===== src/rtl/sevenseg_pkg.sv =====
// Shared 7-segment definitions: blank pattern, digit
// control bundle and the active-low nibble decoder.
package sevenseg_pkg;

  localparam logic [6:0] SEG_BLANK = 7'h7F;

  typedef struct packed {
    logic [3:0] code;
    logic       dp;
    logic       lzb;
    logic       blink_off;
    logic       pwm_off;
  } digit_ctl_t;

  function automatic logic [6:0] seg_decode(
    input logic [3:0] nib,
    input logic       hex_mode
  );
    logic [6:0] r;
    r = SEG_BLANK;
    case (nib)
      4'h0: r = 7'h40;
      4'h1: r = 7'h79;
      4'h2: r = 7'h24;
      4'h3: r = 7'h30;
      4'h4: r = 7'h19;
      4'h5: r = 7'h12;
      4'h6: r = 7'h02;
      4'h7: r = 7'h58;
      4'h8: r = 7'h00;
      4'h9: r = 7'h10;
      4'hA: r = 7'h08;
      4'hB: r = 7'h03;
      4'hC: r = 7'h46;
      4'hD: r = 7'h21;
      4'hE: r = 7'h06;
      4'hF: r = 7'h0E;
    endcase
    if (!hex_mode && nib > 4'd9)
      r = SEG_BLANK;
    return r;
  endfunction

endpackage


===== src/rtl/sevenseg_digit.sv =====
// One digit: decode plus blank, blink and PWM gating.
// Any gating reason turns segments and dp off.
module sevenseg_digit
  import sevenseg_pkg::*;
#(
  parameter int HEX_MODE = 0
) (
  input  digit_ctl_t ctl,
  output logic [6:0] seg,
  output logic       dp_n
);

  logic hi;
  logic blank;

  assign hi    = ctl.code > 4'd9;
  assign blank = ctl.lzb | (hi & (HEX_MODE == 0));

  // blank beats blink beats PWM; all force everything off
  always_comb begin
    seg  = seg_decode(ctl.code, HEX_MODE != 0);
    dp_n = ~ctl.dp;
    if (blank | ctl.blink_off | ctl.pwm_off) begin
      seg  = SEG_BLANK;
      dp_n = 1'b1;
    end
  end

endmodule


===== src/rtl/sevenseg_display_ctrl.sv =====
// Registered N-digit 7-segment driver with hex mode,
// leading-zero blanking, per-digit blink and PWM dimming.
module sevenseg_display_ctrl
  import sevenseg_pkg::*;
#(
  parameter int NUM_DIGITS = 6,
  parameter int HEX_MODE   = 0,
  parameter int BLINK_DIV  = 25_000_000,
  parameter int PWM_BITS   = 4
) (
  input  logic                    clk,
  input  logic                    rst_n,
  input  logic                    load,
  input  logic [4*NUM_DIGITS-1:0] value,
  input  logic [NUM_DIGITS-1:0]   dp_in,
  input  logic [NUM_DIGITS-1:0]   blink_en,
  input  logic                    lz_blank,
  input  logic [PWM_BITS-1:0]     brightness,
  output logic [7*NUM_DIGITS-1:0] hex,
  output logic [NUM_DIGITS-1:0]   dp_n
);

  localparam int BW = $clog2(BLINK_DIV);
  localparam logic [BW-1:0] BLAST = BW'(BLINK_DIV - 1);

  logic [4*NUM_DIGITS-1:0] value_q;
  logic [NUM_DIGITS-1:0]   dp_q;
  logic [NUM_DIGITS-1:0]   blink_q;
  logic                    run_q;
  logic [BW-1:0]           bcnt;
  logic                    phase;
  logic [PWM_BITS-1:0]     pwm_cnt;
  logic                    pwm_off;
  logic [7*NUM_DIGITS-1:0] seg_w;
  logic [NUM_DIGITS-1:0]   dpn_w;
  logic [7*NUM_DIGITS-1:0] hex_q;
  logic [NUM_DIGITS-1:0]   dpn_q;

  // capture registers; run_q keeps the first edge blank
  always_ff @(posedge clk or negedge rst_n) begin
    if (!rst_n) begin
      value_q <= '0;
      dp_q    <= '0;
      blink_q <= '0;
      run_q   <= 1'b0;
    end else begin
      run_q <= 1'b1;
      if (load) begin
        value_q <= value;
        dp_q    <= dp_in;
        blink_q <= blink_en;
      end
    end
  end

  // free-running blink divider, phase flips on wrap
  always_ff @(posedge clk or negedge rst_n) begin
    if (!rst_n) begin
      bcnt  <= '0;
      phase <= 1'b0;
    end else if (bcnt == BLAST) begin
      bcnt  <= '0;
      phase <= ~phase;
    end else begin
      bcnt <= bcnt + BW'(1);
    end
  end

  // free-running PWM counter
  always_ff @(posedge clk or negedge rst_n) begin
    if (!rst_n)
      pwm_cnt <= '0;
    else
      pwm_cnt <= pwm_cnt + PWM_BITS'(1);
  end

  assign pwm_off = pwm_cnt >= brightness;

  for (genvar i = 0; i < NUM_DIGITS; i++) begin : g_dig
    digit_ctl_t ctl;
    logic       lzb;

    if (i == 0) begin : g_lsd
      assign lzb = 1'b0;
    end else begin : g_hi
      assign lzb = lz_blank &
                   ~|value_q[4*NUM_DIGITS-1:4*i];
    end

    assign ctl.code      = value_q[4*i +: 4];
    assign ctl.dp        = dp_q[i];
    assign ctl.lzb       = lzb;
    assign ctl.blink_off = phase & blink_q[i];
    assign ctl.pwm_off   = pwm_off;

    sevenseg_digit #(
      .HEX_MODE (HEX_MODE)
    ) u_dig (
      .ctl  (ctl),
      .seg  (seg_w[7*i +: 7]),
      .dp_n (dpn_w[i])
    );
  end

  // output registers
  always_ff @(posedge clk or negedge rst_n) begin
    if (!rst_n) begin
      hex_q <= '1;
      dpn_q <= '1;
    end else if (!run_q) begin
      hex_q <= '1;
      dpn_q <= '1;
    end else begin
      hex_q <= seg_w;
      dpn_q <= dpn_w;
    end
  end

  assign hex  = hex_q;
  assign dp_n = dpn_q;

endmodule


===== config.mk =====
export PLATFORM = sky130hd
export DESIGN_NAME = sevenseg_display_ctrl
export DESIGN_NICKNAME = d
export VERILOG_FILES = /design/src/rtl/sevenseg_pkg.sv /design/src/rtl/sevenseg_digit.sv /design/src/rtl/sevenseg_display_ctrl.sv
export SDC_FILE = /design/constraint.sdc
export NUM_CORES = 1
export LEC_CHECK = 0
export ABC_AREA = 1
export ABC_CLOCK_PERIOD_IN_PS = 1700
export CAP_MARGIN = 15
export CORE_ASPECT_RATIO = 0.6
export CORE_UTILIZATION = 50
export CTS_BUF_LIST = sky130_fd_sc_hd__clkbuf_16
export DETAILED_ROUTE_END_ITERATION = 10
export GPL_TIMING_DRIVEN = 0
export PLACE_DENSITY_LB_ADDON = 0.12
export SYNTH_ARGS = -nofsm -noshare
export SYNTH_HDL_FRONTEND = slang
export SYNTH_SLANG_ARGS = --single-unit

===== constraint.sdc =====
create_clock -name clk -period 1.7 [get_ports clk]
set_input_delay 0.255 -clock clk [delete_from_list [all_inputs] [get_ports clk]]
set_output_delay 0.255 -clock clk [all_outputs]
set_load 0.05 [all_outputs]

==> results.sh <==
export IMPL_viasPerCell=5.34
export IMPL_power_mw=8.23
export IMPL_hold_path_startpoint="load"
export IMPL_reg2reg_depth=8
export IMPL_gr_total_overflow=0
export IMPL_slowest_stage="dfstp_2"
export IMPL_syn_nets=855
export IMPL_ir_drop_mv=0.725
export IMPL_synth_top_family_by_area="simple AND/OR/NAND/NOR gates"
export IMPL_clkLatencyLatePin_ns=0.41
export IMPL_drive_gt1_frac=0.195
export IMPL_pwr_share_comb=0.209
export IMPL_initial_utilization=0.520
export IMPL_switching_share=0.311
export IMPL_cellLeakagePower_nw=3.69
export IMPL_drtPass1Iterations=5
export IMPL_grt_first_pass_wirelength_mm=26.4
export IMPL_synth_seq_area_share=0.461
export IMPL_synth_xor_area_share=0.0220
export IMPL_cts_buffers_inserted=17
export IMPL_clkPwrFrac=0.409
export IMPL_crit_buf_inv=1
export IMPL_drtIter0Drc=344
export IMPL_crit_chain="clkdlybuf4s15_1"
export IMPL_post_place_ws_ns=-0.483
export IMPL_antenna_found_initial=0
export IMPL_synth_compound_area_frac=0.0711
export IMPL_grt_usage=0.261
export IMPL_grt_pass1_vias=5292
export IMPL_synth_area_um2=6370
export IMPL_cp_arrival_ns=1.43
export IMPL_cts_tree="yes"
export IMPL_ant_nets=0
export IMPL_die_x_um=148
export IMPL_finClkSkew_ns=0.0127
export IMPL_grt_max_degree=76
export IMPL_fin_crit_sh=0.988
export IMPL_cap_violations=0
export IMPL_status="completed"
export IMPL_setup_tns_ns=0
export IMPL_ys_flop_type="dfrtp_1"
export IMPL_synth_cells=770
export IMPL_vias=5672
export IMPL_routed_wl_mm=16.6
export IMPL_period_minus_slack_ns=1.68
export IMPL_p_sw_mw=2.56
export IMPL_power_per_cell_area_nw_per_um2=1020
export IMPL_holdPathStages=2
export IMPL_synthMuxAreaShare=0.0159
export IMPL_worst_slew_pin_slew_ns=0.643
export IMPL_path_max_fanout=1
export IMPL_cts_path_max_buffers=2
export IMPL_worstHoldEndpoint="blink_q[2]$_DFFE_PN0P_"
export IMPL_drc=0
export IMPL_clk_pin_slew_ns=0.05
export IMPL_dp_hpwl_mm=11.9
export IMPL_synth_adder_area_share=0.0805
export IMPL_boundaryPins=92
export IMPL_endpoint_kind="primary output"
export IMPL_yosys_warnings=0
export IMPL_clock_fmax_mhz=595
export IMPL_max_slew_margin=0.571
export IMPL_drv_slew=0
export IMPL_yosysUniqueCellTypes=38
export IMPL_cts_sinks=115
export IMPL_syn2layout_area_growth_pct=27.0
export IMPL_h_tree_depth=4
export IMPL_max_stage_delay_ns=0.51
export IMPL_critical_path_class="flop to primary output"
export IMPL_rrSetupSlack_ns=0.09
export IMPL_crit_family="flip-flops"
export IMPL_nets=969
export IMPL_synthArstFlopShare=1.00
export IMPL_power_internal_mw=5.67
export IMPL_die_area_um2=13200
export IMPL_r2r_end="hex[28]$_DFF_PN1_"
export IMPL_synthSimpleGateAreaFrac=0.280
export IMPL_required_ns=1.44
export IMPL_syn_area_per_cell_um2=8.28
export IMPL_r2r_start="value_q[17]$_DFFE_PN0P_"
export IMPL_row_count=31
export IMPL_portBuffers=90
export IMPL_p_seq_frac=0.382
export IMPL_core_um2=12300
export IMPL_setup_ws_ns=0.0199
export IMPL_startpoint_type="flop"
export IMPL_place_inst=1026
export IMPL_fin_util=0.660
export IMPL_gp_congestion=0.942
export IMPL_setup_violations=0
export IMPL_hold_class="input pin to flop"
export IMPL_root_buffer="clkbuf_16"
export IMPL_layoutNonFillerInstCount=1062
export IMPL_die_h_um=89.5
export IMPL_ys_ff_latch=115
export IMPL_antenna_cells=0
export IMPL_synth_edff_count=0
export IMPL_post_drt_wl_per_cell_um=15.6
export IMPL_hold_viol=0
[layer usage]
layer	vias up	GRT usage	wire length, µm
met2	238	0.375	6810
met5	-	0	0
met1	2685	0.389	8300
met4	0	0.106	296
met3	30	0.0459	1180
li1	2719	-	-
[flip-flops by register name, indices dropped and copies added, names as in the netlist]
register / flops
hex: 42
bcnt: 25
value_q: 24
blink_q: 6
dp_n: 6
dp_q: 6
pwm_cnt: 4
phase: 1
run_q: 1
[final cells by class]
class	instances	area [µm²]
Fill cell	1026	4160
Buffer	22	138
Multi-Input combinational cell	549	3070
Tap cell	165	206
Clock inverter	15	125
Sequential cell	115	2940
Inverter	83	324
Clock buffer	17	425
Timing Repair Buffer	96	865
[cell usage after synthesis, types with 4 or more instances]
library cell / count / area (µm²)
nand2_1: 186 / 698
nor2_1: 86 / 323
inv_1: 77 / 289
dfrtp_1: 67 / 1680
nand3_1: 60 / 300
o21ai_0: 49 / 245
dfstp_2: 48 / 1260
ha_1: 41 / 513
nand4_1: 27 / 169
buf_2: 16 / 80.1
a21oi_1: 15 / 75.1
nor3_1: 15 / 75.1
nor2_2: 14 / 87.6
xor2_1: 12 / 105
mux2_2: 9 / 101
o211ai_1: 6 / 45.0
inv_2: 5 / 18.8
nand3b_1: 5 / 37.5
clkbuf_1: 4 / 15.0
xnor2_1: 4 / 35.0
[cells in the final DEF, fill, tap and decap left out, drive strengths merged]
master,instances
nand2,187
nor2,103
inv,84
dfrtp,67
nand3,63
o21ai,50
dfstp,48
clkdlybuf4s50,41
ha,41
clkbuf,40
nand4,27
clkdlybuf4s15,27
buf,25
a21oi,17
nor3,16
xor2,12
clkinv,11
mux2,9
o211ai,6
nand3b,5
xnor2,4
o31ai,2
o22ai,2
bufinv,2
o21bai,1
a311oi,1
a31oi,1
a211oi,1
clkinvlp,1
dlygate4sd3,1
dlygate4sd2,1
conb,1
[worst max-delay path by stage]
stage                            startpoint                      to  depth (start not counted)
floorplan              pwm_cnt[3]$_DFF_PN0_        hex[4]$_DFF_PN1_                          7
global placement                      rst_n  value_q[6]$_DFFE_PN0P_                          1
detailed placement            brightness[3]       hex[22]$_DFF_PN1_                         10
CTS                       hex[11]$_DFF_PN1_                 hex[11]                          1
global route        value_q[17]$_DFFE_PN0P_       dp_n[4]$_DFF_PN1_                          8
finish                    dp_n[5]$_DFF_PN1_                 dp_n[5]                          1
[through the flow]
step	hold WS [ns]	area, µm²
after detailed placement	0.282	7510
final	0.230	8090
after floorplan	-0.0406	6370
after global placement	0.425	7480
after global routing	0.242	8090
after CTS	0.222	8090
[kinds of logic (layout without fill, tap and decap cells)]
kind of cell	after synthesis	in the layout
AND/OR/NAND/NOR	401	401
other	1	1
adder cells (fa/ha/maj)	41	41
flip-flops	115	115
multiplexers	9	9
AO/OA/AOI/OAI	81	81
XOR/XNOR	16	16
buffers and inverters	106	233
[power groups by stage]
stage | clock network [mW] | registers (mW) | logic, mW
6_report | 3.36 | 3.15 | 1.72
5_1_grt | 3.55 | 3.17 | 1.87
4_1_cts | 3.41 | 3.13 | 1.70
3_5_place_dp | 0 | 3.18 | 1.74
3_3_place_gp | 0 | 3.17 | 1.71
2_1_floorplan | 0 | 3.63 | 0.672
[timing repair]
action,in CTS,in global routing
setup endpoints to repair,94,90
endpoints found under the hold margin,30,0
resized for setup,93,54
setup buffers,0,4
gates cloned,0,0
pin swaps,1,8
hold buffers,1,0
No activity file was read; power rests on OpenSTA's default activity.
